===== src/rtl/fp_pkg.sv =====
// rtl/fp_pkg.sv - shared floating-point types and helpers for the FP datapath blocks
package fp_pkg;

    typedef enum logic [1:0] {
        FP_ZERO,
        FP_NORM,
        FP_INF,
        FP_NAN
    } fp_class_e;

    typedef struct packed {
        logic invalid;
        logic overflow;
        logic underflow;
        logic inexact;
        logic zero;
    } flags_t;

    function automatic int bias(input int exp_w);
        return (1 << (exp_w - 1)) - 1;
    endfunction

    // Canonical quiet NaN, right-aligned in 128 bits: {0, all-ones exponent, 1, zeros}
    function automatic logic [127:0] qnan_bits(input int exp_w, input int man_w);
        logic [127:0] v;
        v = '0;
        for (int i = 0; i < exp_w; i++) begin
            v[man_w + i] = 1'b1;
        end
        v[man_w - 1] = 1'b1;
        return v;
    endfunction

    function automatic fp_class_e classify(input logic flush, input logic exp_ones,
                                           input logic frac_zero);
        if (flush) begin
            return FP_ZERO;
        end else if (exp_ones) begin
            return frac_zero ? FP_INF : FP_NAN;
        end
        return FP_NORM;
    endfunction

endpackage


===== src/rtl/fp_lzc.sv =====
// rtl/fp_lzc.sv - combinational leading-zero counter; all-zero input yields WIDTH
module fp_lzc #(
    parameter int WIDTH = 27
) (
    input  logic [WIDTH-1:0]             data,
    output logic [$clog2(WIDTH+1)-1:0]   count
);

    localparam int CW = $clog2(WIDTH + 1);

    // Scan upward so the highest set bit is the last to write the count
    always_comb begin
        count = CW'(WIDTH);
        for (int i = 0; i < WIDTH; i++) begin
            if (data[i]) begin
                count = CW'(WIDTH - 1 - i);
            end
        end
    end

endmodule


===== src/rtl/fp_addsub_pipe.sv =====
// rtl/fp_addsub_pipe.sv - pipelined IEEE-754 add/subtract, RNE, flush-to-zero, 3-cycle latency
module fp_addsub_pipe
    import fp_pkg::*;
#(
    parameter int  EXP_W = 8,
    parameter int  MAN_W = 23,
    parameter bit  FTZ   = 1'b1,
    localparam int W     = 1 + EXP_W + MAN_W
) (
    input  logic         clk,
    input  logic         rst,
    input  logic         in_valid,
    output logic         in_ready,
    input  logic [W-1:0] a,
    input  logic [W-1:0] b,
    input  logic         op,
    output logic         out_valid,
    input  logic         out_ready,
    output logic [W-1:0] result,
    output logic         flag_zero,
    output logic         flag_overflow,
    output logic         flag_underflow,
    output logic         flag_invalid,
    output logic         flag_inexact
);

    localparam int SW  = MAN_W + 4;
    localparam int SUMW = MAN_W + 5;
    localparam int LZW = $clog2(SW + 1);
    localparam int EW  = EXP_W + 2;
    localparam int MW  = EXP_W + MAN_W;
    localparam logic [W-1:0] QNAN = W'(qnan_bits(EXP_W, MAN_W));
    localparam logic signed [EW-1:0] EXP_MAX = EW'((1 << EXP_W) - 1);

    logic stall, accept, ready_q;

    assign stall    = out_valid && !out_ready;
    assign in_ready = ready_q && !stall;
    assign accept   = in_valid && in_ready;

    // Input capture rank
    logic         s0_valid, s0_op;
    logic [W-1:0] s0_a, s0_b;

    // Unpack / align
    logic               sa, sb;
    fp_class_e          cls_a, cls_b;
    logic [MW-1:0]      mag_a, mag_b, big_mag, sml_mag;
    logic               swap, big_sign, sml_sign;
    logic [EXP_W-1:0]   big_exp, sml_exp, shift;
    logic [SW-1:0]      sig_big, sig_sml, aligned;
    logic [2*SW-1:0]    ext;
    logic               spec;
    logic [W-1:0]       spec_res;
    flags_t             spec_flags;

    assign sa    = s0_a[W-1];
    assign sb    = s0_b[W-1] ^ s0_op;
    assign cls_a = classify((s0_a[MW-1:MAN_W] == '0) && (FTZ || s0_a[MAN_W-1:0] == '0),
                            &s0_a[MW-1:MAN_W], s0_a[MAN_W-1:0] == '0);
    assign cls_b = classify((s0_b[MW-1:MAN_W] == '0) && (FTZ || s0_b[MAN_W-1:0] == '0),
                            &s0_b[MW-1:MAN_W], s0_b[MAN_W-1:0] == '0);

    always_comb begin
        mag_a    = (cls_a == FP_ZERO) ? '0 : s0_a[MW-1:0];
        mag_b    = (cls_b == FP_ZERO) ? '0 : s0_b[MW-1:0];
        swap     = mag_b > mag_a;
        big_mag  = swap ? mag_b : mag_a;
        sml_mag  = swap ? mag_a : mag_b;
        big_sign = swap ? sb : sa;
        sml_sign = swap ? sa : sb;
        big_exp  = big_mag[MW-1:MAN_W];
        sml_exp  = sml_mag[MW-1:MAN_W];
        sig_big  = {|big_exp, big_mag[MAN_W-1:0], 3'b000};
        sig_sml  = {|sml_exp, sml_mag[MAN_W-1:0], 3'b000};
        shift    = big_exp - sml_exp;
        ext      = {sig_sml, {SW{1'b0}}} >> shift;
        if (32'(shift) >= MAN_W + 3) begin
            aligned = {{(SW-1){1'b0}}, |sig_sml};
        end else begin
            aligned = {ext[2*SW-1:SW+1], ext[SW] | (|ext[SW-1:0])};
        end
    end

    always_comb begin
        spec       = 1'b1;
        spec_res   = '0;
        spec_flags = '0;
        if (cls_a == FP_NAN || cls_b == FP_NAN ||
            (cls_a == FP_INF && cls_b == FP_INF && sa != sb)) begin
            spec_res           = QNAN;
            spec_flags.invalid = 1'b1;
        end else if (cls_a == FP_INF) begin
            spec_res = {sa, {EXP_W{1'b1}}, {MAN_W{1'b0}}};
        end else if (cls_b == FP_INF) begin
            spec_res = {sb, {EXP_W{1'b1}}, {MAN_W{1'b0}}};
        end else if (cls_a == FP_ZERO && cls_b == FP_ZERO) begin
            spec_res        = {sa & sb, {MW{1'b0}}};
            spec_flags.zero = 1'b1;
        end else begin
            spec = 1'b0;
        end
    end

    logic               s1_valid, s1_spec, s1_sign, s1_eff_sub;
    logic [W-1:0]       s1_spec_res;
    flags_t             s1_spec_flags;
    logic [EXP_W-1:0]   s1_exp;
    logic [SW-1:0]      s1_sig_big, s1_sig_sml;

    // Add / subtract; the larger magnitude is always on the left so no negative results
    logic [SUMW-1:0] sum;
    logic [LZW-1:0]  lzc;

    assign sum = s1_eff_sub ? ({1'b0, s1_sig_big} - {1'b0, s1_sig_sml})
                            : ({1'b0, s1_sig_big} + {1'b0, s1_sig_sml});

    fp_lzc #(.WIDTH(SW)) u_lzc (
        .data  (sum[SW-1:0]),
        .count (lzc)
    );

    logic               s2_valid, s2_spec, s2_sign;
    logic [W-1:0]       s2_spec_res;
    flags_t             s2_spec_flags;
    logic [EXP_W-1:0]   s2_exp;
    logic [SUMW-1:0]    s2_sum;
    logic [LZW-1:0]     s2_lzc;

    // Normalise / round / pack
    logic [SW-1:0]          norm;
    logic signed [EW-1:0]   exp_n, exp_r;
    logic                   rnd_inc, grs;
    logic [MAN_W+1:0]       rnd;
    logic [MAN_W-1:0]       frac;
    logic [W-1:0]           res_d;
    flags_t                 flags_d;

    always_comb begin
        if (s2_sum[SW]) begin
            norm  = {s2_sum[SW:2], s2_sum[1] | s2_sum[0]};
            exp_n = EW'(s2_exp) + EW'(1);
        end else begin
            norm  = s2_sum[SW-1:0] << s2_lzc;
            exp_n = EW'(s2_exp) - EW'(s2_lzc);
        end
        grs     = |norm[2:0];
        rnd_inc = norm[2] && (norm[1] || norm[0] || norm[3]);
        rnd     = {1'b0, norm[SW-1:3]} + (MAN_W+2)'(rnd_inc);
        if (rnd[MAN_W+1]) begin
            exp_r = exp_n + EW'(1);
            frac  = rnd[MAN_W:1];
        end else begin
            exp_r = exp_n;
            frac  = rnd[MAN_W-1:0];
        end

        res_d   = '0;
        flags_d = '0;
        if (s2_spec) begin
            res_d   = s2_spec_res;
            flags_d = s2_spec_flags;
        end else if (s2_sum == '0) begin
            flags_d.zero = 1'b1;
        end else if (exp_r >= EXP_MAX) begin
            res_d            = {s2_sign, {EXP_W{1'b1}}, {MAN_W{1'b0}}};
            flags_d.overflow = 1'b1;
            flags_d.inexact  = 1'b1;
        end else if (exp_r[EW-1] || exp_r == '0) begin
            res_d             = {s2_sign, {MW{1'b0}}};
            flags_d.underflow = 1'b1;
            flags_d.inexact   = 1'b1;
            flags_d.zero      = 1'b1;
        end else begin
            res_d           = {s2_sign, exp_r[EXP_W-1:0], frac};
            flags_d.inexact = grs;
        end
    end

    flags_t out_flags;

    always_ff @(posedge clk or posedge rst) begin
        if (rst) begin
            ready_q       <= 1'b0;
            s0_valid      <= 1'b0;
            s0_op         <= 1'b0;
            s0_a          <= '0;
            s0_b          <= '0;
            s1_valid      <= 1'b0;
            s1_spec       <= 1'b0;
            s1_sign       <= 1'b0;
            s1_eff_sub    <= 1'b0;
            s1_spec_res   <= '0;
            s1_spec_flags <= '0;
            s1_exp        <= '0;
            s1_sig_big    <= '0;
            s1_sig_sml    <= '0;
            s2_valid      <= 1'b0;
            s2_spec       <= 1'b0;
            s2_sign       <= 1'b0;
            s2_spec_res   <= '0;
            s2_spec_flags <= '0;
            s2_exp        <= '0;
            s2_sum        <= '0;
            s2_lzc        <= '0;
            out_valid     <= 1'b0;
            result        <= '0;
            out_flags     <= '0;
        end else begin
            ready_q <= 1'b1;
            if (!stall) begin
                s0_valid <= accept;
                if (accept) begin
                    s0_a  <= a;
                    s0_b  <= b;
                    s0_op <= op;
                end
                s1_valid      <= s0_valid;
                s1_spec       <= spec;
                s1_sign       <= big_sign;
                s1_eff_sub    <= big_sign ^ sml_sign;
                s1_spec_res   <= spec_res;
                s1_spec_flags <= spec_flags;
                s1_exp        <= big_exp;
                s1_sig_big    <= sig_big;
                s1_sig_sml    <= aligned;
                s2_valid      <= s1_valid;
                s2_spec       <= s1_spec;
                s2_sign       <= s1_sign;
                s2_spec_res   <= s1_spec_res;
                s2_spec_flags <= s1_spec_flags;
                s2_exp        <= s1_exp;
                s2_sum        <= sum;
                s2_lzc        <= lzc;
                out_valid     <= s2_valid;
                result        <= res_d;
                out_flags     <= flags_d;
            end
        end
    end

    assign flag_zero      = out_flags.zero;
    assign flag_overflow  = out_flags.overflow;
    assign flag_underflow = out_flags.underflow;
    assign flag_invalid   = out_flags.invalid;
    assign flag_inexact   = out_flags.inexact;

endmodule


===== config.mk =====
export PLATFORM = sky130hd
export DESIGN_NAME = fp_addsub_pipe
export DESIGN_NICKNAME = d
export VERILOG_FILES = /design/src/rtl/fp_pkg.sv /design/src/rtl/fp_lzc.sv /design/src/rtl/fp_addsub_pipe.sv
export SDC_FILE = /design/constraint.sdc
export NUM_CORES = 1
export LEC_CHECK = 0
export CAP_MARGIN = 15
export CORE_MARGIN = 1.5
export CORE_UTILIZATION = 60
export CTS_BUF_LIST = sky130_fd_sc_hd__clkbuf_8
export DETAILED_ROUTE_END_ITERATION = 8
export PLACE_DENSITY_LB_ADDON = 0.12
export SLEW_MARGIN = 40
export SYNTH_ARGS = -nofsm -noshare
export SYNTH_HDL_FRONTEND = slang
export SYNTH_SLANG_ARGS = --single-unit
export TNS_END_PERCENT = 50

===== constraint.sdc =====
create_clock -name clk -period 13.26 [get_ports clk]
set_input_delay 1.989 -clock clk [delete_from_list [all_inputs] [get_ports clk]]
set_output_delay 1.989 -clock clk [all_outputs]
set_load 0.02 [all_outputs]

==> Word level (Yosys, flattened, before mapping) <==
Index checks and enable logic that the tools add are counted.
{ "word_totals": {"reg_bits": 280, "inputBits": 69, "output_inout_bits": 39} }
{ "classes": {"n_addsub": 7, "order_cmp": 3, "n_eq_ne": 5, "shifts": 2, "mux": 76, "bitwise": 6, "reduce_logical": 30} }
{ "ops": {"columns": ["op", "n"], "rows": [
  ["32-bit 2-to-1 mux", 6],
  ["31-bit 2-to-1 mux", 6],
  ["5-bit 2-to-1 mux", 16],
  ["27-bit 2-to-1 mux", 2],
  ["54-bit by 8-bit right shift with 54-bit output", 1],
  ["23-bit zero test", 2],
  ["4-bit 2-to-1 mux", 9],
  ["31-bit > comparator", 1],
  ["31-bit OR reduction", 1],
  ["27-bit by 27-bit adder with 28-bit output", 1],
  ["28-bit zero test", 1],
  ["28-bit 2-to-1 mux", 1],
  ["27-bit by 27-bit subtractor with 28-bit output", 1],
  ["27-bit OR reduction", 1],
  ["27-bit by 5-bit left shift with 27-bit output", 1],
  ["24-bit by 1-bit adder with 25-bit output", 1],
  ["1-bit 2-to-1 mux", 24],
  ["23-bit 2-to-1 mux", 1],
  ["10-bit 2-to-1 mux", 2],
  ["8-bit zero test", 2],
  ["2-bit 2-to-1 mux", 8],
  ["8-bit AND reduction", 2],
  ["8-bit OR reduction", 2],
  ["10-bit by 2-bit adder with 10-bit output (second input constant)", 1],
  ["other kinds (19)", 36]
]} }

==> Logic depth before layout (Yosys ltp) <==
Gate-level depths: netlist of the first run.
{ "depth": {"depth_word": 29, "mapped_depth": 31} }

==> Hierarchy <==
From an unflattened synthesis of the first run, not the netlist that was laid out.
{ "unflattened": {"cells_unflattened": 2025, "area_unflattened_um2": 17834.6} }
{ "modules_own_cells": {"columns": ["mod", "instances", "cells_each", "area_each_um2"], "rows": [
  ["fp_addsub_pipe", 1, 1974, 17556.8],
  ["fp_lzc", 1, 51, 277.8]
]} }

==> Worst setup path before layout of the first run <==
No wires, ideal clock.
{ "synth_path": {"path_type": "reg2reg", "startpoint": "reg s0_b[23]", "endpoint": "reg s1_sig_sml[0]", "arrival_ns": 6.230, "slack_ns": 6.900, "path_stages_with_launch": 31, "path_cell_list": "dfrtp_1 > nor4_1 > nand2_1 > clkbuf_1 > clkbuf_1 > nand2_1 > inv_1 > ha_1 > a211oi_1 > nor2_1 > o31a_1 > o21ai_2 > nand2_2 > buf_4 > buf_1 > clkbuf_1 > nor2_1 > nor2_1 > ha_1 > clkbuf_1 > inv_1 > buf_1 > clkbuf_1 > clkbuf_1 > o211ai_1 > o2111ai_1 > o21ai_0 > nor3_1 > o21ai_1 > a2111oi_2 > a21oi_1"} }
{ "synth_via": {"elab_chain_cells": 13} }
{ "synth_lines": {"columns": ["element", "line", "rtl"], "rows": [
  ["start, declared", "fp_addsub_pipe.sv:43", "logic [W-1:0] s0_a, s0_b;"],
  ["start signal, assigned", "fp_addsub_pipe.sv:188", "s0_b <= '0;"],
  ["start signal, assigned", "fp_addsub_pipe.sv:215", "s0_b <= b;"],
  ["8-bit AND reduction", "fp_addsub_pipe.sv:62", "&s0_b[MW-1:MAN_W], s0_b[MAN_W-1:0] == '0);"],
  ["1-bit 2-to-1 mux", "fp_pkg.sv:38", "end else if (exp_ones) begin"],
  ["1-bit 2-to-1 mux", "fp_pkg.sv:36", "if (flush) begin"],
  ["2-bit 2-to-1 mux", "fp_pkg.sv:41", "return FP_NORM;"],
  ["2-bit zero test", "fp_addsub_pipe.sv:66", "mag_b = (cls_b == FP_ZERO) ? '0 : s0_b[MW-1:0];"],
  ["31-bit 2-to-1 mux *", "fp_addsub_pipe.sv:66", null],
  ["31-bit > comparator", "fp_addsub_pipe.sv:67", "swap = mag_b > mag_a;"],
  ["31-bit 2-to-1 mux (on tied branches)", "fp_addsub_pipe.sv:68, fp_addsub_pipe.sv:69", null],
  ["8-bit subtractor / 8-bit OR reduction (equally long branches)", "fp_addsub_pipe.sv:76, fp_addsub_pipe.sv:75", null],
  ["54-bit by 8-bit right shift with 54-bit output", "fp_addsub_pipe.sv:77", "ext = {sig_sml, {SW{1'b0}}} >> shift;"],
  ["27-bit OR reduction", "fp_addsub_pipe.sv:81", "aligned = {ext[2*SW-1:SW+1], ext[SW] | (|ext[SW-1:0])};"],
  ["1-bit bitwise OR", "fp_addsub_pipe.sv:81", null],
  ["27-bit 2-to-1 mux *", "fp_addsub_pipe.sv:78", "if (32'(shift) >= MAN_W + 3) begin"],
  ["end signal, assigned", "fp_addsub_pipe.sv:226", "s1_sig_sml <= aligned;"],
  ["end, declared", "fp_addsub_pipe.sv:109", "logic [SW-1:0] s1_sig_big, s1_sig_sml;"]
]} }
Every way passes the cells marked *; elsewhere a longest branch is shown, timed or not.
A chain may end at the register's enable or synchronous reset.

==> Final worst setup path of the first run <==
{ "layout_path": {"startpoint": "reg s0_b[28]", "endpoint": "reg s1_sig_sml[0]"} }
The elaborated chain is that of the path after synthesis.

==> results of run 1 <==
-- metrics by stage --
step | util | hold WS [ps]
floorplan | - | 430
detailed placement | 0.649 | 456
global placement | 0.649 | 446
global route | 0.676 | 492
finish | 0.676 | 464
CTS | 0.675 | 469
-- flip-flops by register name, summed over array words and instances (netlist names), 3 cells and up --
register     flops
result          32
s0_a            32
s0_b            32
s1_exp           8
s1_sig_big      24
s1_sig_sml      27
s1_spec_res      3
s2_exp           8
s2_lzc           5
s2_spec_res      3
s2_sum          28
-- path summary, 6_finish.rpt --
check                                                 end  slack (ps)            startpoint  cells past startpoint
worst max-delay path            s1_sig_sml[0]$_DFFE_PP0N_        5490  s0_b[28]$_DFFE_PP0P_                     23
worst max register to register  s1_sig_sml[0]$_DFFE_PP0N_        5490  s0_b[28]$_DFFE_PP0P_                     23
min in group asynchronous            s0_a[30]$_DFFE_PP0P_        1900                   rst                      2
worst min-delay path                 s2_valid$_DFFE_PP0N_         460  s2_valid$_DFFE_PP0N_                      2
worst min register to register       s2_valid$_DFFE_PP0N_         460  s2_valid$_DFFE_PP0N_                      2
max in group asynchronous           s2_sum[0]$_DFFE_PP0N_       10210                   rst                      3
-- routing by layer --
metal / part of all wire / up-vias
li1: - / 7648
met1: 0.40 / 8022
met2: 0.47 / 805
met3: 0.078 / 152
met4: 0.046 / 2
met5: 0.00023 / -
-- Yosys cell counts (10+ instances only) --
| cell type | n |
|---|---|
| and3_1 | 16 |
| buf_1 | 11 |
| nand3_1 | 49 |
| a221oi_1 | 11 |
| o2111ai_1 | 10 |
| ha_1 | 91 |
| mux2i_1 | 46 |
| nand4_1 | 18 |
| mux2_2 | 83 |
| xnor2_1 | 34 |
| a221o_1 | 10 |
| clkbuf_1 | 95 |
| o21ai_0 | 132 |
| and2_1 | 33 |
| nor2b_1 | 11 |
| a22o_1 | 17 |
| or3_1 | 12 |
| nor4_1 | 36 |
| o211ai_1 | 19 |
| nor2_1 | 164 |
| dfrtp_1 | 220 |
| o22ai_1 | 16 |
| nor3_1 | 44 |
| a21o_1 | 21 |
| buf_2 | 12 |
| a31oi_1 | 21 |
| nand2_1 | 276 |
| a21oi_1 | 125 |
| mux4_2 | 49 |
| o31ai_1 | 15 |
| o21a_1 | 14 |
| inv_1 | 108 |
| nand2b_1 | 27 |
| a211oi_1 | 17 |
| xor2_1 | 26 |
-- layout make-up --
class,count,area (um2)
clock inverter,22,143
inverter,111,425
tap,390,488
sequential,220,5510
timing repair buffer,130,1250
fill,2422,9590
multi-input combinational,1609,11500
clock buffer,46,633
-- tightest hold or removal path: stages, from the launching register on --
cell,delay [ps]
dfrtp_1,340
nand2_1,50
nand2_1,50
-- placed cells by master (no fill, tap or decap), types with 44 or more instances in the layout --
master	synthesis	routed
nor3_1	44	44
inv_1	108	118
mux2_2	83	83
nor2_1	164	163
o21ai_0	132	132
clkdlybuf4s50_1	0	107
ha_1	91	91
a21oi_1	125	125
nand3_1	49	49
clkbuf_8	0	47
nand2_1	276	273
mux2i_1	46	46
mux4_2	49	49
dfrtp_1	220	220
-- logic make-up (layout without fill, tap and decap cells) --
| logic type | count (synthesis) | after routing | synth area share |
|---|---|---|---|
| AND/OR/NAND/NOR | 734 | 734 | 0.196 |
| AO/OA/AOI/OAI | 534 | 534 | 0.197 |
| buffers and inverters | 241 | 309 | 0.0552 |
| flip-flops | 220 | 220 | 0.306 |
| multiplexers | 187 | 187 | 0.151 |
| adder cells (fa/ha/maj) | 93 | 93 | 0.0656 |
| XOR/XNOR | 60 | 60 | 0.0292 |
| other | 1 | 1 | 0.000209 |
==> results summary, run 1 <==
The number of nets at the end of the flow came out at ~2300. The cell total after placement is about 2500. The worst setup path is captured at a register.

The number of storage elements in the synthesis netlist came out at between 200 and 250. The number of flops mapped to enable cells by yosys is 0. The number of antenna violations at the first check in global routing is 1. The average routed wire per standard cell is around 22 um.

The highest cell delay on the worst timing path is 630 ps. In this run the cell area of the synthesized design comes to 18000 um2. The clock skew came out at 35.9 ps.

The cell family contributing the most delay on the critical path is simple AND/OR/NAND/NOR gates. The area growth from synthesis to layout is 11.1%. For this run, design rule violations remaining after detail routing come to 0.

After technology mapping, the gate count stands at 2070. The number of buffers created by CTS came out at 39. Static timing analysis puts the maximum clock frequency at between 100 and 150 MHz.

The proportion of synthesized chip area in sequential cells is 0.306. The run finished with clean final reports. The remaining antenna violation count came out at 0. The clock tree synthesis step divided the H-tree into 2 levels.

The post-synthesis cell type count came out at slightly above 100. In the global route stage, overall resource usage came out at 0.369. The post-cts hold buffer count came out at 0.

The fraction of met3 tracks used by global routing came out at 0.0637. Synthesis produced a netlist with a net count of between 2000 and 2500. The number of hold-slack violations in the final timing report was 0. The floorplan row count is 63.

Using the TritonRoute via totals, the vias-per-cell ratio works out to ~6.6. The number of slew-limit violations in the final report came out at 0. For this run, global-route usage on met1 was measured as 0.473.

The cell with the biggest individual delay on the critical path is nor4_1. The final instance area came out at about 20000 um2. The total number of yosys warnings came out at 0. The count of endpoints failing setup in the final report is 0. The full die area came out at 31000 um2.

Once placement finished, the instance area stood at 19200 um2. In this run the horizontal extent of the chip is ~180 um. The number of global-route vias before repair is between 15000 and 20000. The maximum clock path buffer count came out at 3. The first-pass GRT wire length came out at a little under 90000 um. Among all flip-flop cells after synthesis, the most frequent one is dfrtp_1. The largest net degree at the start of global routing is 85. The met2 routing resource usage after global routing came out at 0.613.

The worst slack at placement came out at just under 6000 ps. Detailed routing inserted a total of around 17000 vias. In this run the post-CTS setup repair buffer count came out at 0. The non-filler instance count after layout came out at between 2000 and 3000. The total half-perimeter wirelength after legalization and detailed placement is between 40000 and 50000 um. The worst setup slack after layout came out at approximately 5500 ps. The I/O pin count is 108. Ranked by total cell area, the synthesized netlist is headed by dfrtp_1 (31%), ha_1 (6.3%), mux4_2 (6.1%). The transition at the pin with the smallest max-transition slack is between 800 and 900 ps. Clock latency on the worst-skew pair, taken at its later pin, is between 500 and 600 ps. The initial cell density of the core came out at 0.608. Max-cap violations in this run came to 0.

The classification of the worst setup path is reg -> reg. The proportion of netlist area held by the largest area contributor is 0.306. The arrival time of the worst setup path came out at between 8000 and 9000 ps. The ratio of final minimum period to clock period is 0.586. The antenna diode count is 0. The total area inside the core boundary comes to roughly 30000 um2. The layer flagged by global routing as most heavily used is met2. The fraction of final layout cells sized beyond drive strength 1 came out at 0.122. The worst path required time is 13690 ps. The combined buffer and inverter count along the critical path came out at 3.

The number of iterations in the first detailed-routing pass is 6. The synthesized design spends more area on one cell type than any other, namely dfrtp_1. Counting every sink on the clock net gives between 200 and 250. The global-route congestion overflow total is 0.

The average instance in the mapped netlist occupies slightly below 9 um2. The top fanout value on the critical path came out at 28. The sum of negative setup slack is 0 ps. The die extent in y came out at between 150 and 200 um. STA classifies the critical path startpoint as a register. The critical path goes through nor4_1 > nand2_2 > and2_1 > ha_1 > nand4_1 > nor4_1 > nand2_1 > a21boi_2 > nor2_8 > nor2_1 > nor2_1 > ha_1 > buf_4 > inv_1 > buf_4 > mux2i_1 > mux2i_1 > a222oi_1 > a31oi_1 > nor3_1 > o21ai_1 > a2111oi_2 > a21oi_1. The congestion estimate from routability-driven global placement came to between 1 and 1.5. The worst slew margin relative to its limit came out at 0.448.

Setup repair after global routing left no endpoint under its margin. The proportion of register bits with asynchronous set or reset after synthesis came out at 1.00. In this run, the number of DRC markers left after iteration 0 of detailed routing was just under 2000. The clock-pin slew of the registers on the worst-case setup and hold paths is around 60 ps. The tree is rooted in a clkbuf_8. Input and output buffers added on the ports amount to 107.

After layout, the minimum clock period comes to approximately 8000 ps. The class of the tightest hold or removal check is reg -> reg. After clock tree synthesis, the repair step resized 0 gates.

TritonCTS built the clock tree. The routed design has around 57000 um of wire.
Power of run 1 is left out: the tool's default activity adds up to more than one toggle a clock period on the data nets, which glitch-free logic cannot reach.
==> inputs of run 2 (changes only) <==
==> constraint.sdc (replaced) <==
create_clock -name clk -period 7.75 [get_ports clk]
set_input_delay 1.1625 -clock clk [delete_from_list [all_inputs] [get_ports clk]]
set_output_delay 1.1625 -clock clk [all_outputs]
set_load 0.02 [all_outputs]
==> results summary, run 2 (synthesized netlist as in run 1, its figures left out) <==
The run finished with clean final reports. The remaining antenna violation count came out at 0. The cell with the biggest individual delay on the critical path is a221oi_1. Counting instances, the worst hold path has a depth of 1. Traced cell by cell, the critical path runs through nor4_1 > nand2_2 > and2_1 > inv_1 > ha_1 > a21oi_1 > o21ai_0 > a221oi_1 > a22o_1 > nand2_2 > nor2_1 > nor2_1 > ha_1 > a311o_1 > or3_1 > nand2_1 > buf_4 > mux2i_1 > a222oi_1 > a31oi_1 > nor3_1 > o21ai_1 > a2111oi_2 > a21oi_1. The transition at the pin with the smallest max-transition slack came out at just over 800 ps. The H-tree depth is 2. The global placer's final weighted congestion came out at 1.05. The sum of negative setup slack came out at 0 ps. The ratio of routed vias to standard cells came out at between 6 and 7. The number of global-route vias before repair was between 15000 and 20000. Counting both buffers and inverters, the worst setup path holds a total of 2. The antenna diode count is 0.

The clock skew is 31.7 ps. Setup repair after global routing left no endpoint under its margin. The largest net degree at the start of global routing came out at 108. The I/O pin count came out at roughly 110. The fraction of final layout cells sized beyond drive strength 1 is 0.126. The critical path launch point is s0_a[27]$_DFFE_PP0P_. STA classifies the critical path endpoint as a register. Compared with the post-synthesis result, the final layout area differs by 12.0%. In the layout the commonest cells are nand2_1 (274), dfrtp_1 (220), nor2_1 (163), o21ai_0 (132), a21oi_1 (125).

The arrival time of the worst setup path came out at 7560 ps. The register-to-register setup slack is between 600 and 700 ps. Leaving out fill and tap cells, the most frequent cell in the layout is nand2_1.

The core region is 29600 um2. The first detailed-routing pass took 8 iterations. Dividing the detail-routed wire length by the instance count gives about 23 um.

The initial cell density of the core is 0.608. The number of gates resized after cts is 0. The number of hold-slack violations in the final timing report came out at 0. The smallest clock period supported by the final layout is computed as 7090 ps. In this run the critical register-to-register path is captured at s1_sig_sml[0]$_DFFE_PP0N_. The number of slew-limit violations in the final report is 0.

The number of vias in the routed layout came out at between 15000 and 20000. The count of endpoints failing setup in the final report is 0. The timing-limited maximum frequency is 141 MHz. After clock tree synthesis, the clock-pin slew on the worst setup and hold paths is 60 ps.

The startpoint identified for the worst register-to-register timing path is s0_a[27]$_DFFE_PP0P_. The worst register-to-register path has a depth of 24. The largest single stage delay on the critical path is roughly 540 ps. The class of the tightest hold or removal check is reg -> reg. The startpoint type of the worst setup path is a register. The first global-routing pass estimated roughly 92000 um of wire.

The final layout contains routed wiring with a total length of 58200 um. At the end of the flow, the number of nets in the layout was 2280. Counting the buffers created by CTS gives 39. The die covers 31000 um2.

The post-cts hold buffer count is 0. Measured against its own limit, the worst slew margin works out to 0.456. The most critical setup path has its endpoint at s1_sig_sml[0]$_DFFE_PP0N_.

The die width came out at 176 um. The top fanout value on the critical path is 30. Grouping stages by cell kind, the critical path spends the most delay in compound AO/OA/AOI/OAI gates.

Once the clock tree was built, the setup fixing pass inserted 0 buffers. Counting buffers and inverters, the worst setup path is 24 cells deep. The number of remaining DRC errors came out at 0.

The die extent in y is around 180 um. The global-route congestion overflow total is 0. The clock insertion delay at the later pin of the skew report came out at 610 ps. TritonCTS built the clock tree. The number of antenna violations at the first check in global routing came to 0. The max-cap check violation count came out at 0. For this run, the total global-route usage over all layers was measured as 0.379. Clock tree synthesis selected as its root buffer the cell clkbuf_8.

The number of clock sinks seen by CTS came out at 220. In the final layout, the registers with the most flip-flops are result x32, s0_a x32, s0_b x32. The ratio of final minimum period to clock period came out at 0.914.

The count of input and output buffers is between 100 and 150. After floorplanning, the core was divided into 63 placement rows. The initial detailed-routing violation count is approximately 1800. At the worst endpoint, the required time is 8220 ps. The clock passes through at most 3 buffers. Summed over all nets, the half-perimeter wirelength after detailed placement is approximately 44000 um. The worst setup path is of the reg -> reg kind.
-- run 2: cell types whose count changed in the layout (fill, tap and decap cells not counted), sizes merged --
cell and change:
buf +8, bufinv +3, clkbuf -3, clkinv +1, clkinvlp -3, inv +5
-- run 2: worst min-delay path by stage --
| stage | slack (ps) | end | startpoint |
|---|---|---|---|
| 5_1_grt | 500 | flag_invalid$_DFFE_PP0N_ | flag_invalid$_DFFE_PP0N_ |
| 4_1_cts | 470 | s1_valid$_DFFE_PP0N_ | s0_valid$_DFFE_PP0N_ |
| 6_report | 470 | out_valid$_DFFE_PP0N_ | s2_valid$_DFFE_PP0N_ |
| 3_3_place_gp | 440 | s2_valid$_DFFE_PP0N_ | s2_valid$_DFFE_PP0N_ |
| 2_1_floorplan | 430 | s2_spec_flags[0]$_DFFE_PP0N_ | s2_spec_flags[0]$_DFFE_PP0N_ |
| 3_5_place_dp | 460 | out_valid$_DFFE_PP0N_ | s2_valid$_DFFE_PP0N_ |
-- run 2: metal layers --
| layer | vias up | GRT usage | wire, um |
|---|---|---|---|
| li1 | 7674 | - | - |
| met1 | 8118 | 0.478 | 22900 |
| met2 | 875 | 0.624 | 27300 |
| met3 | 224 | 0.0760 | 4700 |
| met4 | 0 | 0.183 | 3240 |
| met5 | - | 0 | 0 |
-- run 2: layout make-up --
| class | count | area, um2 |
|---|---|---|
| Clock inverter | 28 | 250 |
| Sequential cell | 220 | 5510 |
| Inverter | 111 | 424 |
| Clock buffer | 44 | 606 |
| Multi-Input combinational cell | 1609 | 11500 |
| Fill cell | 2425 | 9430 |
| Tap cell | 390 | 488 |
| Timing Repair Buffer | 137 | 1320 |
-- run 2: metrics by stage --
| step | hold slack [ps] | worst slack, ps | utilization | cell area, um2 | std cells |
|---|---|---|---|---|---|
| after global routing | 496 | 284 | 0.681 | 20100 | 2539 |
| after CTS | 472 | 860 | 0.680 | 20100 | 2538 |
| after floorplan | 430 | 566 | - | 18000 | 2070 |
| after global placement | 445 | 129 | 0.650 | 19200 | 2466 |
| final | 472 | 663 | 0.681 | 20100 | 2539 |
| after detailed placement | 455 | 926 | 0.651 | 19200 | 2466 |
Power of run 2 is left out for the same reason.
==> inputs of run 3 (changes only) <==
--- a/config.mk
+++ b/config.mk
@@ -11,7 +11,7 @@
 export CTS_BUF_LIST = sky130_fd_sc_hd__clkbuf_8
 export DETAILED_ROUTE_END_ITERATION = 8
 export PLACE_DENSITY_LB_ADDON = 0.12
-export SLEW_MARGIN = 40
+export SLEW_MARGIN = 30
 export SYNTH_ARGS = -nofsm -noshare
 export SYNTH_HDL_FRONTEND = slang
 export SYNTH_SLANG_ARGS = --single-unit
==> results summary, run 3 (synthesized netlist as in run 1, its figures left out) <==
The number of antenna violations at the first check in global routing came out at 0. The hold path endpoint is out_valid$_DFFE_PP0N_. In the layout the commonest cells are nand2_1 (274), dfrtp_1 (220), nor2_1 (163), o21ai_0 (132), a21oi_1 (125). The run finished with clean final reports. The post-cts hold buffer count came out at 0. The number of clock sinks seen by CTS came out at 220. The number of nets at the end of the flow came out at 2279. Detailed routing inserted a total of 16840 vias. The die covers between 30000 and 40000 um2. The global placer's final weighted congestion is between 1 and 1.5. The initial cell density of the core is 0.608. The number of gates resized after cts came out at 0.

The worst path required time came out at between 8000 and 9000 ps. The remaining antenna violation count is 0. The critical path is of the reg -> reg type. In the final routed layout, each cell accounts on average for approximately 23 um. The global-route congestion overflow total came out at 0.

In this run the worst hold path is classified as reg -> reg. The register-to-register setup slack came out at approximately 540 ps. Clock tree synthesis inserted a total of 39 buffers. The antenna diode count is 0. The worst path meets setup with 541 ps of slack. The floorplan row count came out at 63. The count of endpoints failing setup in the final report came out at 0. The number of hold-slack violations in the final timing report came out at 0. Timing analysis after detailed placement gives a worst setup slack of around 500 ps.

The first global-routing pass estimated between 90000 and 100000 um of wire. The I/O pin count came out at ~110. For the worst-skew pair, the clock arrives at the later sink with an insertion delay of between 500 and 600 ps.

The count of input and output buffers is between 100 and 150. The largest net degree at the start of global routing is between 100 and 150. STA classifies the critical path endpoint as a register.

The core region is between 20000 and 30000 um2. Summed over all layers, the routed wires come to between 50000 and 60000 um. The area growth from synthesis to layout is 11.4%. The root buffer selected by CTS is clkbuf_8. The first routing iteration left approximately 2100 violations. In this run the horizontal extent of the chip is ~180 um. The minimum period implied by the final worst setup slack came out at about 7000 ps. The worst register-to-register path ends at s1_sig_sml[0]$_DFFE_PP0N_. The reg-to-reg startpoint is s0_a[27]$_DFFE_PP0P_. The number of iterations in the first detailed-routing pass came out at 6. The maximum clock path buffer count came out at 3. Setup repair after global routing left no endpoint under its margin. Across the run, the number of max-cap violations was 0. The sum of negative setup slack is 0 ps.

The worst hold path stage count came out at 1. The number of slew-limit violations in the final report is 0. The timing-limited maximum frequency came out at 139 MHz. The worst slew margin relative to its limit came out at 0.286. The number of global-route vias before repair is 16282. The clock skew is just under 30 ps. For this run, the total global-route usage over all layers was measured as 0.375. The ratio of final minimum period to clock period is 0.930.

The H-tree depth came out at 2. The total half-perimeter wirelength after legalization and detailed placement came out at around 44000 um. The fraction of final layout cells sized beyond drive strength 1 is 0.124. The die extent in y is 176 um. The number of cells on the worst reg-to-reg path is 24. The startpoint type of the worst setup path is a register. The most common cell after layout, fill and taps aside is nand2_1. Dividing the detail-routed via count by the number of cells gives between 6 and 7. The number of remaining DRC errors is 0. The number of setup buffers added after CTS is 0.

Of all nets on the critical path, the largest fanout is 30. The arrival time of the worst setup path came out at approximately 7700 ps. The worst hold path begins at s2_valid$_DFFE_PP0N_. The clock-pin slew of the registers on the worst-case setup and hold paths came out at 60 ps.

The CTS tree is done. The largest registers in the layout are result x32, s0_a x32, s0_b x32. The transition at the pin with the smallest max-transition slack came out at roughly 1100 ps.
==> run 3: changes by cell type in the layout (fill, tap and decap cells not counted), sizes merged <==
cell / change
clkinvlp: +1
bufinv: -2
buf: -1
clkbuf: +2
inv: -4
==> run 3: critical path: stages (launching register included) <==
cell	delay [ps]
dfrtp_1	440
nor4_1	410
nand2_2	430
and2_1	350
inv_1	80
ha_1	240
a21oi_1	150
o21ai_0	110
a221oi_1	590
a22o_1	520
nand2_2	160
nor2_1	130
nor2_1	50
ha_1	160
a311o_1	340
o21ai_1	340
nand2_1	270
buf_4	270
o311ai_1	900
o22ai_1	250
a21oi_1	340
nor3_1	140
a41oi_1	230
o31ai_1	90
a21oi_1	130
==> run 3: worst max-delay path by stage <==
stage	startpoint	to	depth (start not counted)
finish	s0_a[27]$_DFFE_PP0P_	s1_sig_sml[0]$_DFFE_PP0N_	24
global route	s0_a[27]$_DFFE_PP0P_	s1_sig_sml[0]$_DFFE_PP0N_	24
CTS	s0_a[27]$_DFFE_PP0P_	s1_sig_sml[0]$_DFFE_PP0N_	24
detailed placement	s0_a[27]$_DFFE_PP0P_	s1_sig_sml[0]$_DFFE_PP0N_	24
global placement	s0_a[27]$_DFFE_PP0P_	s1_sig_sml[0]$_DFFE_PP0N_	24
floorplan	rst	flag_inexact$_DFFE_PP0N_	1
==> run 3: final cells by class <==
class | count | area, um2
Inverter | 111 | 424
Timing Repair Buffer | 136 | 1290
Clock inverter | 23 | 156
Multi-Input combinational cell | 1609 | 11500
Tap cell | 390 | 488
Clock buffer | 46 | 633
Fill cell | 2446 | 9540
Sequential cell | 220 | 5510
==> run 3: metrics by stage <==
stage | std cells | hold slack (ps) | area [um2] | utilization
2_1_floorplan | 2070 | 430 | 18000 | -
3_3_place_gp | 2466 | 445 | 19200 | 0.650
3_5_place_dp | 2466 | 455 | 19200 | 0.650
4_1_cts | 2535 | 470 | 20000 | 0.677
5_1_grt | 2535 | 493 | 20000 | 0.677
6_report | 2535 | 470 | 20000 | 0.677
==> run 3: metal layers <==
metal,vias up,track usage,share of wire
met4,0,0.181,0.052
met1,8161,0.482,0.40
met2,828,0.620,0.47
met5,-,0,0
li1,7652,-,-
met3,199,0.0584,0.072
Power of run 3 is left out for the same reason.
==> edit 1: new RTL, flow settings as in run 3 <==
`MAN_W`: 23 -> 31.
--- a/src/rtl/fp_addsub_pipe.sv
+++ b/src/rtl/fp_addsub_pipe.sv
@@ -3,7 +3,7 @@
     import fp_pkg::*;
 #(
     parameter int  EXP_W = 8,
-    parameter int  MAN_W = 23,
+    parameter int  MAN_W = 31,
     parameter bit  FTZ   = 1'b1,
     localparam int W     = 1 + EXP_W + MAN_W
 ) (
Interface: changed (resized a, b and result); port bits go from 108 to 132. The function was not compared with the original's and may differ.
==> edit 1 against run 3 <==
Synthesized cell count is 30% higher. Critical path depth is 3 higher. Synthesized area is 28% higher. Routed wire length is 41% higher. Final area is 31% higher. Non-clock buffer count is 98 higher. Worst setup slack worse by 0.030 ns. Sequential cell count is 49 higher. First-iteration DRC count is 24% higher.
Power is not shown: default switching activity piles up to over one toggle a cycle in this logic, so the estimate is an artifact.
==> edit 1: results (changes against run 3) <==
Run status
  – Outcome: complete, no violations

GRT
  – Largest net degree at the start of global routing: 163 (+51%)
  – Vias in the first global route: 21560 (+32%)
  – Gr usage total: 41.31% (+3.8 points)
  – First-pass GRT wire length: 126200 um (+39%)
  – Initial antenna violation count: 6 (+6)

Yosys
  – Post-synthesis xor/xnor area fraction: 2.807% (-0.12 points)
  – Cell count after synthesis: 2697 (+30%)
  – Top post-synthesis cells by area: dfrtp_1, mux4_2, ha_1
  – Netlist cell types: 102 (-0.97%)
  – Compound-gate portion of the synthesized area: 21.84% (+2.2 points)
  – Top cells by count, synth: nand2_1, dfrtp_1, nor2_1
  – Mux contribution to synthesized area: 15.81% (+0.76 points)
  – Sequential element share of the synthesized area: 29.15% (-1.5 points)
  – Adder-cell area share of the yosys netlist: 6.437% (-0.12 points)

Finish
  – Fraction of layout cells with a size suffix above 1: 14.45% (+2.1 points)
  – Largest regs: result: 40 flops, s0_a: 40 flops, s0_b: 40 flops
  – Final-layout fill cell count: 2996 (+22%)
  – Final #Nets: 3003 (+32%)

Place
  – Hpwl dp: 61480 um (+40%)
  – GP Congestion: 1.063 (+0.78%)

Drt
  – Vias after detailed routing: 22980 (+36%)
  – First-pass iteration count of the detailed router: 9 (+3)
  – WL/cell: 24.47 um (+6.9%)
  – Initial DRC Count: 2603 (+24%)

Timing
  – Final Skew: 0.02599 ns (-0.003010 ns)
  – Slew margin rel.: 32.84% (+4.2 points)

Setup path
  – Worst Path Arrival: 7.76 ns (+0.08 ns)
  – Peak fanout along the critical path: 26 (-13%)

Clock network
  – Clock Latency Late Sink: 0.66 ns (+0.11 ns)
  – CTS Buf Count: 47 (+21%)
## edit 1: cell count changes in the layout (fill, tap and decap cells not counted), sizes merged, moves of 24 or more
cell	run 3	this run
nand2	278	342
o22ai	16	57
a21oi	126	153
inv	122	146
buf	29	103
mux2	85	124
dfrtp	220	269
clkdlybuf4s50	107	131
mux2i	46	79
nor2	166	245
a22o	17	45
## edit 1: metal layers
| layer | GRT usage, % | wire length (um) | part of all wire, % |
|---|---|---|---|
| met5 | 0 | 12 | 0.015 |
| met4 | 19.28 | 3868 | 4.7 |
| met3 | 6.920 | 8468 | 10 |
| met2 | 63.54 | 36430 | 44 |
| met1 | 56.83 | 33170 | 40 |
## edit 1: layout make-up
type                    instances  area, um2  share of cell area (%)
flip-flops and latches        269       6736                   25.71
repair buffers                234       2183                   8.333
inverters                     134      506.7                   1.934
well taps                     511      639.4                   2.440
clock inverters                27      232.7                  0.8882
clock buffers                  57      784.5                   2.994
diodes                          1      2.502                0.009551
multi-input cells            2116      15120                   57.69
## edit 1: final timing paths
check | cells past startpoint | slack (ns) | start | end
min | 2 | 0.46 | s2_valid | s2_valid
max | 27 | 0.51 | s0_a[31] | s1_sig_sml[0]
min in group asynchronous | 2 | 0.99 | rst | s0_b[19]
max reg2reg | 27 | 0.51 | s0_a[31] | s1_sig_sml[0]
max in group asynchronous | 4 | 5.37 | rst | s1_eff_sub
min reg2reg | 2 | 0.46 | s2_valid | s2_valid
## edit 1: critical path, cell delays in order (launching register included)
cell and delay, ns:
dfrtp_1 0.44, or4_4 0.61, or2_4 0.38, nand2_1 0.17, inv_1 0.08, ha_1 0.27, nand4_1 0.19, nor4_1 0.23
buf_4 0.17, nand2_1 0.05, o41a_1 0.32, a21bo_2 0.26, o2111a_1 0.26, a21oi_1 0.06, ha_1 0.37, buf_12 0.20
nand2_1 0.22, buf_4 0.24, o22ai_1 0.11, mux2i_1 0.26, o221ai_1 0.19, mux2i_1 0.23, mux2_1 0.20, a21boi_0 0.12
or4_1 0.49, or4_1 0.52, a221oi_1 0.31, a31oi_1 0.13
## edit 1: per-stage QoR
stage	area, um2	setup slack (ns)	util, %	hold slack (ns)
global placement	25130	0.5872	66.57	0.4407
global route	26200	0.01733	69.39	0.4783
detailed placement	25140	0.4309	66.59	0.4468
CTS	26160	0.4209	69.29	0.4602
finish	26200	0.5110	69.40	0.4576
floorplan	23100	-0.3168	-	0.4300
## edit 1: kinds of logic after synthesis
| group | count (synthesis) |
|---|---|
| AOI/OAI and AO/OA | 736 |
| xor gates and xnor gates | 74 |
| adders and majority gates | 118 |
| buffers and inverters | 312 |
| DFF | 269 |
| muxes | 268 |
| other | 1 |
| and+or+nand+nor | 919 |
==> edit 2: new RTL, settings of run 3 <==
Without the edit above. Register the outputs `flag_zero`, `flag_overflow`, `flag_underflow`, `flag_invalid` and `flag_inexact`, cleared by the reset; this adds one clock of latency there. The other outputs are not delayed to match.
--- a/src/rtl/fp_addsub_pipe.sv
+++ b/src/rtl/fp_addsub_pipe.sv
@@ -239,11 +239,21 @@
         end
     end
 
-    assign flag_zero      = out_flags.zero;
-    assign flag_overflow  = out_flags.overflow;
-    assign flag_underflow = out_flags.underflow;
-    assign flag_invalid   = out_flags.invalid;
-    assign flag_inexact   = out_flags.inexact;
+    always_ff @(posedge clk or posedge rst) begin
+        if (rst) begin
+            flag_zero      <= '0;
+            flag_overflow  <= '0;
+            flag_underflow <= '0;
+            flag_invalid   <= '0;
+            flag_inexact   <= '0;
+        end else begin
+            flag_zero      <= out_flags.zero;
+            flag_overflow  <= out_flags.overflow;
+            flag_underflow <= out_flags.underflow;
+            flag_invalid   <= out_flags.invalid;
+            flag_inexact   <= out_flags.inexact;
+        end
+    end
 
 endmodule
 
Behaviour: not the same (a bounded check fails within 4 cycles, from zero or initial values and one cycle with rst high).
==> edit 2 against run 3 <==
Synthesized cell count is 0.24% higher. Worst setup slack better by 0.64 ns. Sequential cell count increased by 5. Final cell count is essentially flat. Sequential share of layout area rose by 0.49 points. Synthesized area increased by 0.70%. Die area is 0.69% higher. Routed wire length fell by 1.5%. Final area increased by 0.50%. Critical path depth up 1. Core utilization increased by 0.16 points. Critical endpoint unchanged.
Power is left out: the tool's default activity adds up to more than one toggle a clock period on the data nets, which glitch-free logic cannot reach.
==> edit 2: results (changes against run 3) <==
Finish
  – Final #Nets: 2282 (+0.13%)
  – Largest regs: result: 32 flops, s0_a: 32 flops, s0_b: 32 flops
  – Fraction of layout cells with a size suffix above 1: 12.32% (-0.082 points)

Drt
  – Vias after detailed routing: 16820 (-0.12%)
  – Initial DRC Count: 1844 (-12%)
  – First-pass iteration count of the detailed router: 6 (unchanged)
  – Routed wire length: 57160 um (-1.5%)
  – WL/cell: 22.56 um (-1.4%)

Place
  – Hpwl dp: 43870 um (-0.30%)
  – Placed cell count: 2470 (+0.16%)
  – GP Congestion: 0.9832 (-6.8%)

Clock network
  – # Post-CTS Setup Buffers: 0 (unchanged)
  – Clock Latency Late Sink: 0.58 ns (+0.03 ns)
  – CTS H-tree depth: 2 (unchanged)
  – CTS Buf Count: 38 (-2.6%)

Yosys
  – Syn Nets: 2237 (+0.22%)
  – Post-synthesis xor/xnor area fraction: 2.904% (-0.020 points)
  – Most used flip-flop cell after synthesis: dfrtp_1
  – Netlist cell types: 103 (unchanged)
  – Mux contribution to synthesized area: 14.95% (-0.10 points)
  – Top post-synthesis cells by area: dfrtp_1, ha_1, mux4_2
  – Compound-gate portion of the synthesized area: 19.54% (-0.14 points)
  – Async S/R FF share, synth: 100.0% (unchanged)
  – Post-Syn Area per Cell: 8.722 um2 (+0.45%)
  – Sequential element share of the synthesized area: 31.11% (+0.48 points)
  – Yosys warning count: 0 (unchanged)
  – Top cells by count, synth: nand2_1, dfrtp_1, nor2_1
  – Adder-cell area share of the yosys netlist: 6.512% (-0.045 points)

Setup path
  – Crit-path max cell delay: 0.45 ns (-0.45 ns)
  – R2R cell count: 25 (+4.2%)
  – Register-to-register setup slack: 1.18 ns (+0.64 ns)
  – Crit path max-delay family: simple AND/OR/NAND/NOR gates
  – Crit path kind: flip-flop to flip-flop
  – Peak fanout along the critical path: 28 (-6.7%)
  – Worst Path Arrival: 7.01 ns (-0.67 ns)
  – Critical Path Source: s0_b[23]
  – Slowest CP cell: dfrtp_1

GRT
  – Gr usage total: 36.78% (-0.76 points)
  – M2 GR Usage: 60.72% (-1.3 points)
  – Initial antenna violation count: 2 (+2)
  – Met1 Usage GRT: 45.25% (-3.0 points)
  – Largest net degree at the start of global routing: 151 (+40%)
  – First-pass GRT wire length: 89130 um (-1.9%)
  – M3 GR Usage: 6.293% (+0.46 points)
  – Vias in the first global route: 16090 (-1.2%)

Run status
  – Outcome: complete, no violations

Worst hold path
  – Hold wc startpoint: out_flags[1]
  – Hold Path Stages: 0 (-1)
  – Hold crit path type: flip-flop to flip-flop
  – Min-Delay Endpoint: flag_inexact

Timing
  – Final Skew: 0.04700 ns (+0.01799 ns)
  – Slew Viols, Final: 0 (unchanged)
  – Measured slew at the worst slew-check pin: 0.9550 ns (-0.09899 ns)
==> edit 2: cell types whose count changed after synthesis <==
cell	before	now
dfrtp_1	220	225
==> edit 2: through the flow <==
step	cell area, um2	setup WS, ns	hold slack, ns
5_1_grt	20120	0.6671	0.3857
3_3_place_gp	19350	1.417	0.3622
2_1_floorplan	18100	0.4247	0.3488
4_1_cts	20120	1.370	0.3837
6_report	20120	1.176	0.3902
3_5_place_dp	19350	1.405	0.3701
==> edit 2: area by class of cell <==
type	count	area (um2)
Clock buffer	45	619.3
Antenna cell	1	2.502
Sequential cell	225	5632
Tap cell	390	488.0
Clock inverter	18	148.9
Timing Repair Buffer	135	1294
Multi-Input combinational cell	1609	11510
Inverter	111	424.2
Fill cell	2438	9518
==> edit 2: routing by layer <==
layer | share of wire, % | up-vias
met3 | 7.5 | 185
met2 | 48 | 841
met1 | 38 | 8137
li1 | - | 7657
met4 | 6.4 | 0
met5 | 0 | -
